$ cat src/rtl/tomasulo_rs_unit.sv
// Reservation station: holds renamed instructions until both operands arrive
// via issue or CDB, then dispatches the oldest ready one through a registered port.
module tomasulo_rs_unit #(
  parameter int ENTRIES = 4,
  parameter int DATA_W  = 32,
  parameter int TAG_W   = 5,
  parameter int OP_W    = 4
) (
  input  logic                             clk_i,
  input  logic                             rst_i,
  input  logic                             flush_i,
  input  logic                             issue_valid_i,
  output logic                             issue_ready_o,
  input  logic [OP_W-1:0]                  issue_op_i,
  input  logic [TAG_W-1:0]                 issue_tag_i,
  input  logic [DATA_W-1:0]                issue_vj_i,
  input  logic [DATA_W-1:0]                issue_vk_i,
  input  logic [TAG_W-1:0]                 issue_qj_i,
  input  logic [TAG_W-1:0]                 issue_qk_i,
  input  logic                             issue_qj_pend_i,
  input  logic                             issue_qk_pend_i,
  input  logic                             cdb_valid_i,
  input  logic [TAG_W-1:0]                 cdb_tag_i,
  input  logic [DATA_W-1:0]                cdb_data_i,
  output logic                             disp_valid_o,
  input  logic                             disp_ready_i,
  output logic [OP_W-1:0]                  disp_op_o,
  output logic [TAG_W-1:0]                 disp_tag_o,
  output logic [DATA_W-1:0]                disp_vj_o,
  output logic [DATA_W-1:0]                disp_vk_o,
  output logic [$clog2(ENTRIES+1)-1:0]     count_o
);

  localparam int IDX_W = $clog2(ENTRIES);
  localparam int CNT_W = $clog2(ENTRIES+1);

  // Handshakes: a transfer happens on a rising edge where valid && ready are both
  // high; a valid source keeps its payload stable until that edge.

  logic [ENTRIES-1:0] busy_q, busy_d;
  logic [ENTRIES-1:0] pj_q, pj_d;
  logic [ENTRIES-1:0] pk_q, pk_d;
  logic [TAG_W-1:0]   qj_q  [ENTRIES];
  logic [TAG_W-1:0]   qj_d  [ENTRIES];
  logic [TAG_W-1:0]   qk_q  [ENTRIES];
  logic [TAG_W-1:0]   qk_d  [ENTRIES];
  logic [DATA_W-1:0]  vj_q  [ENTRIES];
  logic [DATA_W-1:0]  vj_d  [ENTRIES];
  logic [DATA_W-1:0]  vk_q  [ENTRIES];
  logic [DATA_W-1:0]  vk_d  [ENTRIES];
  logic [OP_W-1:0]    op_q  [ENTRIES];
  logic [OP_W-1:0]    op_d  [ENTRIES];
  logic [TAG_W-1:0]   tag_q [ENTRIES];
  logic [TAG_W-1:0]   tag_d [ENTRIES];
  // age_q[i][j] = 1 means entry i was issued before entry j.
  logic [ENTRIES-1:0] age_q [ENTRIES];
  logic [ENTRIES-1:0] age_d [ENTRIES];

  logic               disp_valid_q, disp_valid_d;
  logic [OP_W-1:0]    disp_op_q, disp_op_d;
  logic [TAG_W-1:0]   disp_tag_q, disp_tag_d;
  logic [DATA_W-1:0]  disp_vj_q, disp_vj_d;
  logic [DATA_W-1:0]  disp_vk_q, disp_vk_d;
  logic [CNT_W-1:0]   count_q, count_d;

  logic               issue_fire;
  logic [IDX_W-1:0]   free_idx;
  logic [ENTRIES-1:0] ready;
  logic               any_ready;
  logic               is_oldest;
  logic [IDX_W-1:0]   sel_idx;
  logic               load;
  logic               new_pj, new_pk;
  logic [DATA_W-1:0]  new_vj, new_vk;

  assign issue_ready_o = ~&busy_q;
  assign issue_fire    = issue_valid_i && issue_ready_o;
  assign ready         = busy_q & ~pj_q & ~pk_q;
  assign any_ready     = |ready;
  assign load          = (!disp_valid_q || disp_ready_i) && any_ready;

  always_comb begin
    free_idx = '0;
    for (int i = ENTRIES-1; i >= 0; i--) begin
      if (!busy_q[i]) free_idx = IDX_W'(i);
    end
  end

  // Exactly one ready entry is older than every other ready entry.
  always_comb begin
    sel_idx   = '0;
    is_oldest = 1'b0;
    for (int i = 0; i < ENTRIES; i++) begin
      is_oldest = ready[i];
      for (int j = 0; j < ENTRIES; j++) begin
        if (j != i && ready[j] && !age_q[i][j]) is_oldest = 1'b0;
      end
      if (is_oldest) sel_idx = IDX_W'(i);
    end
  end

  // Same-cycle bypass for operands whose producer is on the CDB right now.
  always_comb begin
    new_pj = issue_qj_pend_i;
    new_vj = issue_vj_i;
    new_pk = issue_qk_pend_i;
    new_vk = issue_vk_i;
    if (issue_qj_pend_i && cdb_valid_i && issue_qj_i == cdb_tag_i) begin
      new_pj = 1'b0;
      new_vj = cdb_data_i;
    end
    if (issue_qk_pend_i && cdb_valid_i && issue_qk_i == cdb_tag_i) begin
      new_pk = 1'b0;
      new_vk = cdb_data_i;
    end
  end

  always_comb begin
    busy_d       = busy_q;
    pj_d         = pj_q;
    pk_d         = pk_q;
    qj_d         = qj_q;
    qk_d         = qk_q;
    vj_d         = vj_q;
    vk_d         = vk_q;
    op_d         = op_q;
    tag_d        = tag_q;
    age_d        = age_q;
    disp_valid_d = disp_valid_q;
    disp_op_d    = disp_op_q;
    disp_tag_d   = disp_tag_q;
    disp_vj_d    = disp_vj_q;
    disp_vk_d    = disp_vk_q;
    count_d      = count_q + CNT_W'(issue_fire) - CNT_W'(load);

    for (int i = 0; i < ENTRIES; i++) begin
      if (busy_q[i] && pj_q[i] && cdb_valid_i && qj_q[i] == cdb_tag_i) begin
        pj_d[i] = 1'b0;
        vj_d[i] = cdb_data_i;
      end
      if (busy_q[i] && pk_q[i] && cdb_valid_i && qk_q[i] == cdb_tag_i) begin
        pk_d[i] = 1'b0;
        vk_d[i] = cdb_data_i;
      end
    end

    if (load) begin
      busy_d[sel_idx] = 1'b0;
      disp_valid_d    = 1'b1;
      disp_op_d       = op_q[sel_idx];
      disp_tag_d      = tag_q[sel_idx];
      disp_vj_d       = vj_q[sel_idx];
      disp_vk_d       = vk_q[sel_idx];
    end else if (disp_ready_i) begin
      disp_valid_d = 1'b0;
    end

    // The issued entry becomes younger than everything else.
    if (issue_fire) begin
      busy_d[free_idx] = 1'b1;
      pj_d[free_idx]   = new_pj;
      pk_d[free_idx]   = new_pk;
      qj_d[free_idx]   = issue_qj_i;
      qk_d[free_idx]   = issue_qk_i;
      vj_d[free_idx]   = new_vj;
      vk_d[free_idx]   = new_vk;
      op_d[free_idx]   = issue_op_i;
      tag_d[free_idx]  = issue_tag_i;
      for (int i = 0; i < ENTRIES; i++) age_d[i][free_idx] = 1'b1;
      age_d[free_idx] = '0;
    end
  end

  always_ff @(posedge clk_i) begin
    if (rst_i || flush_i) begin
      busy_q       <= '0;
      pj_q         <= '0;
      pk_q         <= '0;
      for (int i = 0; i < ENTRIES; i++) begin
        qj_q[i]  <= '0;
        qk_q[i]  <= '0;
        vj_q[i]  <= '0;
        vk_q[i]  <= '0;
        op_q[i]  <= '0;
        tag_q[i] <= '0;
        age_q[i] <= '0;
      end
      disp_valid_q <= 1'b0;
      disp_op_q    <= '0;
      disp_tag_q   <= '0;
      disp_vj_q    <= '0;
      disp_vk_q    <= '0;
      count_q      <= '0;
    end else begin
      busy_q       <= busy_d;
      pj_q         <= pj_d;
      pk_q         <= pk_d;
      qj_q         <= qj_d;
      qk_q         <= qk_d;
      vj_q         <= vj_d;
      vk_q         <= vk_d;
      op_q         <= op_d;
      tag_q        <= tag_d;
      age_q        <= age_d;
      disp_valid_q <= disp_valid_d;
      disp_op_q    <= disp_op_d;
      disp_tag_q   <= disp_tag_d;
      disp_vj_q    <= disp_vj_d;
      disp_vk_q    <= disp_vk_d;
      count_q      <= count_d;
    end
  end

  assign disp_valid_o = disp_valid_q;
  assign disp_op_o    = disp_op_q;
  assign disp_tag_o   = disp_tag_q;
  assign disp_vj_o    = disp_vj_q;
  assign disp_vk_o    = disp_vk_q;
  assign count_o      = count_q;

endmodule

$ cat config.mk
export PLATFORM = sky130hd
export DESIGN_NAME = tomasulo_rs_unit
export DESIGN_NICKNAME = d
export VERILOG_FILES = /design/src/rtl/tomasulo_rs_unit.sv
export SDC_FILE = /design/constraint.sdc
export NUM_CORES = 1
export LEC_CHECK = 0
export ABC_CLOCK_PERIOD_IN_PS = 2800
export BUFFER_PORTS_ARGS = -buffer_cell sky130_fd_sc_hd__buf_2
export CELL_PAD_IN_SITES_DETAIL_PLACEMENT = 1
export CELL_PAD_IN_SITES_GLOBAL_PLACEMENT = 1
export CORE_MARGIN = 2
export CORE_UTILIZATION = 42
export CTS_CLUSTER_SIZE = 14
export DETAILED_ROUTE_END_ITERATION = 10
export GPL_TIMING_DRIVEN = 0
export PLACE_DENSITY = 0.82
export SLEW_MARGIN = 20
export SYNTH_ARGS = -nofsm -noshare
export SYNTH_HDL_FRONTEND = slang
export SYNTH_SLANG_ARGS = --single-unit
export TNS_END_PERCENT = 30
$ cat constraint.sdc
create_clock -name clk_i -period 2.8 [get_ports clk_i]
set_input_delay 0.42 -clock clk_i [delete_from_list [all_inputs] [get_ports clk_i]]
set_output_delay 0.42 -clock clk_i [all_outputs]
set_load 0.01 [all_outputs]
======== Word-level counts from Yosys, hierarchy flattened ========
Cells that the tools add are included.
storage, ports and cells
  register bits after elaboration ......... 437
  input port bits ......................... 128
cells by class
  add/sub/neg operators ................... 2
  order comparisons ....................... 7
  equality and inequality tests ........... 10
  mux-type cells .......................... 74
  bitwise operators ....................... 15
  reductions and logical operators ........ 58
operators with widths
  operator           count
  $mux 32            15
  $bwmux 128         2
  $mux 128           2
  $bmux 32 s2        2
  $demux 32 s2       1
  $bwmux 20          3
  $eq 5x5->1         10
  $logic_and 1x1->1  42
  $mux 4             7
  $mux 1             24
  $or 4x4->4         5
  $and 16x16->16     1
  $bwmux 16          1
  $not 16->16        1
  $mux 5             3
  $and 4x4->4        3
  $mux 2             6
  $not 4->4          3
  $logic_not 1->1    11
  $bmux 5 s2         1
  $demux 5 s2        1
  $bmux 4 s2         1
  $bwmux 4           2
  $demux 4 s2        1
  12 further kinds   18

======== Logic depth before layout (Yosys ltp) ========
  depth after elaboration ................. 19
  mapped depth ............................ 13
  mapped depth without buffers ............ 10

======== Least setup slack after synthesis ========
No wires, ideal clock.
  path kind ............................... register to register
  from .................................... register pk_q[0]
  to ...................................... register count_q[2], in the netlist count_o[2]
  data arrival time ....................... 2805 ps
  required time ........................... 2672 ps
  path slack .............................. -133 ps
  stages on the path, launching flop included .. 14
  buffers on the path ..................... 3
  period minus slack after synthesis ...... 2933 ps
  cells stage by stage .................... dfxtp_1 > nor2_1 > a2111oi_0 > nor2b_1 > clkbuf_1 > clkbuf_1 > clkbuf_1 > ha_1 > inv_1 > ha_1 > fa_1 > xnor2_1 > xnor2_1 > nor2_1
on the way
  word-level cells in the longest chain between the ends .. 5
RTL lines
  what                      RTL line  text
  start: declaration        42        logic [ENTRIES-1:0] pk_q, pk_d;
  start signal: assignment  197       pk_q <= pk_d;
  $not 4->4                 78        assign ready = busy_q & ~pj_q & ~pk_q;
  $and 4x4->4               78
  $reduce_or 4->1           79        assign any_ready = |ready;
  $logic_and 1x1->1         80        assign load = (!disp_valid_q || disp_ready_i) && any_ready;
  $sub 3x1->3               134       count_d = count_q + CNT_W'(issue_fire) - CNT_W'(load);
  end signal: assignment    210       count_q <= count_d;
  end: declaration          64        logic [CNT_W-1:0] count_q, count_d;
Every way passes these cells.
A chain may end at the register's enable or synchronous reset.

======== Final worst setup path ========
  from .................................... register pk_q[1]
  to ...................................... register disp_vk_q[29], in the netlist disp_vk_o[29]
on the way
  word-level cells in the longest chain between the ends .. 12
  elaborated cells between the ends (all ways) .. 20
RTL lines
  what                                         RTL line  text
  $not 4->4 (*)                                78
  $and 4x4->4 (*)                              78
  $mux 1 (3 in series)                         96        if (j != i && ready[j] && !age_q[i][j]) is_oldest = 1'b0;
  $mux 1                                       98        if (is_oldest) sel_idx = IDX_W'(i);
  $mux 2 (2 in series)                         98
  $not 2->3 (implied by the code)              153       disp_vk_d = vk_q[sel_idx];
  $bmux 32 s2                                  153
  $mux 32 (implied by the code) (2 in series)  153
  end signal: assignment                       209       disp_vk_q <= disp_vk_d;
  end: declaration                             63        logic [DATA_W-1:0] disp_vk_q, disp_vk_d;
Every way passes the cells marked *; elsewhere a longest branch is shown, timed or not. The select of a mux whose other input is x is not followed.

==> results.sh <==
export IMPL_outcome="finished, violations left"
export IMPL_violations="setup timing"
export IMPL_swShare_pct=25.0
export IMPL_port_buffers=167
export IMPL_hold_depth=3
export IMPL_grt_use_total_pct=31.8
export IMPL_gp_congestion=0.907
export IMPL_internal_power_mw=10.5
export IMPL_async_flop_share_pct=0
export IMPL_grt_max_degree=20
export IMPL_worst_ep_arrival_time_ns=3.30
export IMPL_layout_setup_ws_ns=-0.0598
export IMPL_crit_type="reg -> reg"
export IMPL_root_buffer="clkbuf_16"
export IMPL_clkTransAtPathRegs_ns=0.06
export IMPL_avgSynthCellArea_sq_um=9.95
export IMPL_combPwrFrac_pct=8.6
export IMPL_grt_pass1_vias=19186
export IMPL_grt_pass1_wl_um=117000
export IMPL_cts_tree="built"
export IMPL_power_switching_mw=3.50
export IMPL_p_total_mw=14.0
export IMPL_start_util_pct=42.7
export IMPL_synth_nets=2082
export IMPL_wire_per_inst_um=27.8
export IMPL_ys_warn_count=0
export IMPL_power_leakage_nw=9.65
export IMPL_cp_num_cells=7
export IMPL_hp_class="in -> reg"
export IMPL_syn2layout_area_growth_pct=18.0
export IMPL_fmax_mhz=350
export IMPL_holdWs_ns=0.105
export IMPL_setup_violations=3
export IMPL_drt_iter0_drc=2109
export IMPL_maxCapViolCount=0
export IMPL_fin_skew_ns=0.00957
export IMPL_crit_top_cell="buf_6"
export IMPL_hold_buffers=0
export IMPL_die_area_sq_um=48000
export IMPL_clkSinkCount=430
export IMPL_die_h_um=219
export IMPL_remaining_drc_errors=0
export IMPL_netlist_area_sq_um=19400
export IMPL_num_nets_final=2313
export IMPL_vias=18370
export IMPL_fin_cells=2819
export IMPL_final_period_utilization_pct=102
export IMPL_antenna_found_initial=10
export IMPL_cp_slowest_stage_delay_ns=0.60
export IMPL_r2r_cells=7
export IMPL_ioPinCount=206
export IMPL_layout_common_cells="dfxtp_1 (425), buf_2 (194), mux2i_1 (192), a21oi_1 (166), nand2_1 (162)"
export IMPL_die_w_um=219
export IMPL_wirelength_um=78300
export IMPL_crit_chain="nor3b_4 -> o2111a_1 -> buf_6 -> buf_6 -> mux2_4 -> a222oi_1 -> a21oi_1"
export IMPL_synth_distinct_cells=50
export IMPL_vdd_drop_max_v=0.000376
export IMPL_fin_crit_ns=2.86
export IMPL_antenna_left=0
export IMPL_layout_commonest_cell="dfxtp_1"
export IMPL_crit_fanout=10
export IMPL_critPathRequiredTime_ns=3.24
export IMPL_synth_seq_cells=430
export IMPL_ys_seq_area_share_pct=44.3
export IMPL_cts_max_level=2
export IMPL_clockBufferDepth=3
export IMPL_crit_family="compound AO/OA/AOI/OAI gates"
export IMPL_slew_viol_final=0
export IMPL_power_density_nw_per_um2=610
export IMPL_crit_path_end_kind="flop"
export IMPL_rows=78
export IMPL_cp_start_kind="flop"
export IMPL_p_seq_share_pct=45.0
export IMPL_slowest_stage="a222oi_1"
export IMPL_relSlewSlack_pct=34.2
export IMPL_grt_overflow=0
export IMPL_fillers=5189
export IMPL_avgViaCountPerCell=6.52
export IMPL_drive_above_1_share_pct=24.6
export IMPL_synth_edff_count=0
export IMPL_hold_viol=0
export IMPL_netlist_instances=1951
export IMPL_core_area_sq_um=45500
export IMPL_numCtsBuffers=46
export IMPL_clockPowerShare_pct=46.4
export IMPL_clk_latency_ns=0.59
export IMPL_dp_hpwl_um=53800
export IMPL_synthFlopType="dfxtp_1"
export IMPL_crit_buf_inv=2
export IMPL_firstDrtPassIters=8
export IMPL_worstMarginPinSlew_ns=0.988
export IMPL_dp_cells=2719
-- power by group through the flow --
| stage | clock (mW) | combinational, mW | sequential [mW] |
|---|---|---|---|
| after floorplan | 0 | 0.637 | 6.42 |
| after global placement | 0 | 1.09 | 6.42 |
| after detailed placement | 0 | 1.14 | 6.42 |
| after CTS | 6.49 | 1.16 | 6.29 |
| after global routing | 6.73 | 1.26 | 6.30 |
| final | 6.48 | 1.20 | 6.29 |
-- metal layers --
metal  wire (um)  vias to the layer above  GRT usage (%)
met5          75                        -              0
met4        4040                       12           17.3
met3        6820                      254           6.51
met2       36700                      987           52.8
met1       30700                     9237           38.5
li1            -                     7880              -
-- what timing repair did --
| item | 4_1_cts | 5_1_grt |
|---|---|---|
| pin swaps | 5 | 7 |
| endpoints found under the hold margin | 0 | 0 |
| setup buffers | 2 | 15 |
| gates resized for setup | 42 | 22 |
| endpoints found under the setup margin | 180 | 223 |
| gates cloned | 0 | 1 |
-- final timing paths --
kind | slack, ns | start | endpoint
setup reg to reg | -0.06 | pk_q[1] | disp_vk_o[29]
hold / removal | 0.10 | issue_tag_i[1] | tag_q[16]
setup / recovery | -0.06 | pk_q[1] | disp_vk_o[29]
hold reg to reg | 0.46 | op_q[11] | op_q[11]
-- through the flow --
stage                TNS, ns  setup slack (ns)  utilization, %  instance area (sq um)
global route        -0.00319          -0.00319            50.4                  22900
CTS                  -0.0298           -0.0217            50.0                  22700
global placement     -101.35             -1.37            46.2                  21000
detailed placement    -94.56             -1.42            46.2                  21000
floorplan                  0           0.00341               -                  19400
finish               -0.0976           -0.0598            50.4                  22900
-- final cells by class --
class | count | area [sq um] | area share (%)
Tap cell | 600 | 751 | 3.28
Sequential cell | 430 | 8620 | 37.6
Timing Repair Buffer | 185 | 985 | 4.30
Inverter | 6 | 22.5 | 0.0983
Antenna cell | 4 | 10.0 | 0.0437
Clock inverter | 10 | 128 | 0.557
Buffer | 221 | 942 | 4.11
Clock buffer | 71 | 1460 | 6.37
Multi-Input combinational cell | 1292 | 10000 | 43.6
-- flip-flops by register name, summed over array words and instances, names as in the netlist, 5 cells and up, named ones only --
name	flops
qj_q	20
qk_q	20
disp_tag_o	5
disp_vk_o	32
op_q	16
vj_q	128
disp_vj_o	32
tag_q	20
vk_q	128
-- cell usage after synthesis (4+ instances only) --
cell	instances	share of area, %
nand3_1	22	0.57
nor2_1	14	0.27
xnor2_1	32	1.4
nor4b_1	6	0.27
and2_1	6	0.19
o21ai_0	77	2.0
o22ai_1	128	4.1
inv_1	6	0.12
buf_2	22	0.57
nand2_1	165	3.2
o21a_1	133	5.1
buf_6	6	0.35
nor4_1	4	0.13
o221a_2	128	7.4
buf_1	26	0.50
mux2_4	48	3.7
mux2_2	25	1.4
nand4_1	13	0.42
dfxtp_1	430	44
a21oi_1	166	4.3
clkbuf_1	170	3.3
xor2_1	20	0.90
mux2i_1	192	9.9
a222oi_1	73	3.8
-- logic make-up (layout without fill, tap and decap cells) --
logic type / Yosys count / in the layout / synth area share [%]
buffers and inverters: 230 / 493 / 4.82
muxes: 265 / 265 / 15.1
xor gates and xnor gates: 52 / 52 / 2.35
AOI/OAI and AO/OA: 719 / 719 / 27.3
adders and majority gates: 3 / 3 / 0.232
other: 0 / 4 / 0
and+or+nand+nor: 252 / 253 / 5.90
DFF: 430 / 430 / 44.3
-- worst register-to-register path, cell delays in order (launching register included) --
cell	delay, ns
dfxtp_1	0.38
nor3b_4	0.35
o2111a_1	0.43
buf_6	0.25
buf_6	0.22
mux2_4	0.33
a222oi_1	0.60
a21oi_1	0.16
No activity file was read; power rests on OpenSTA's default activity.
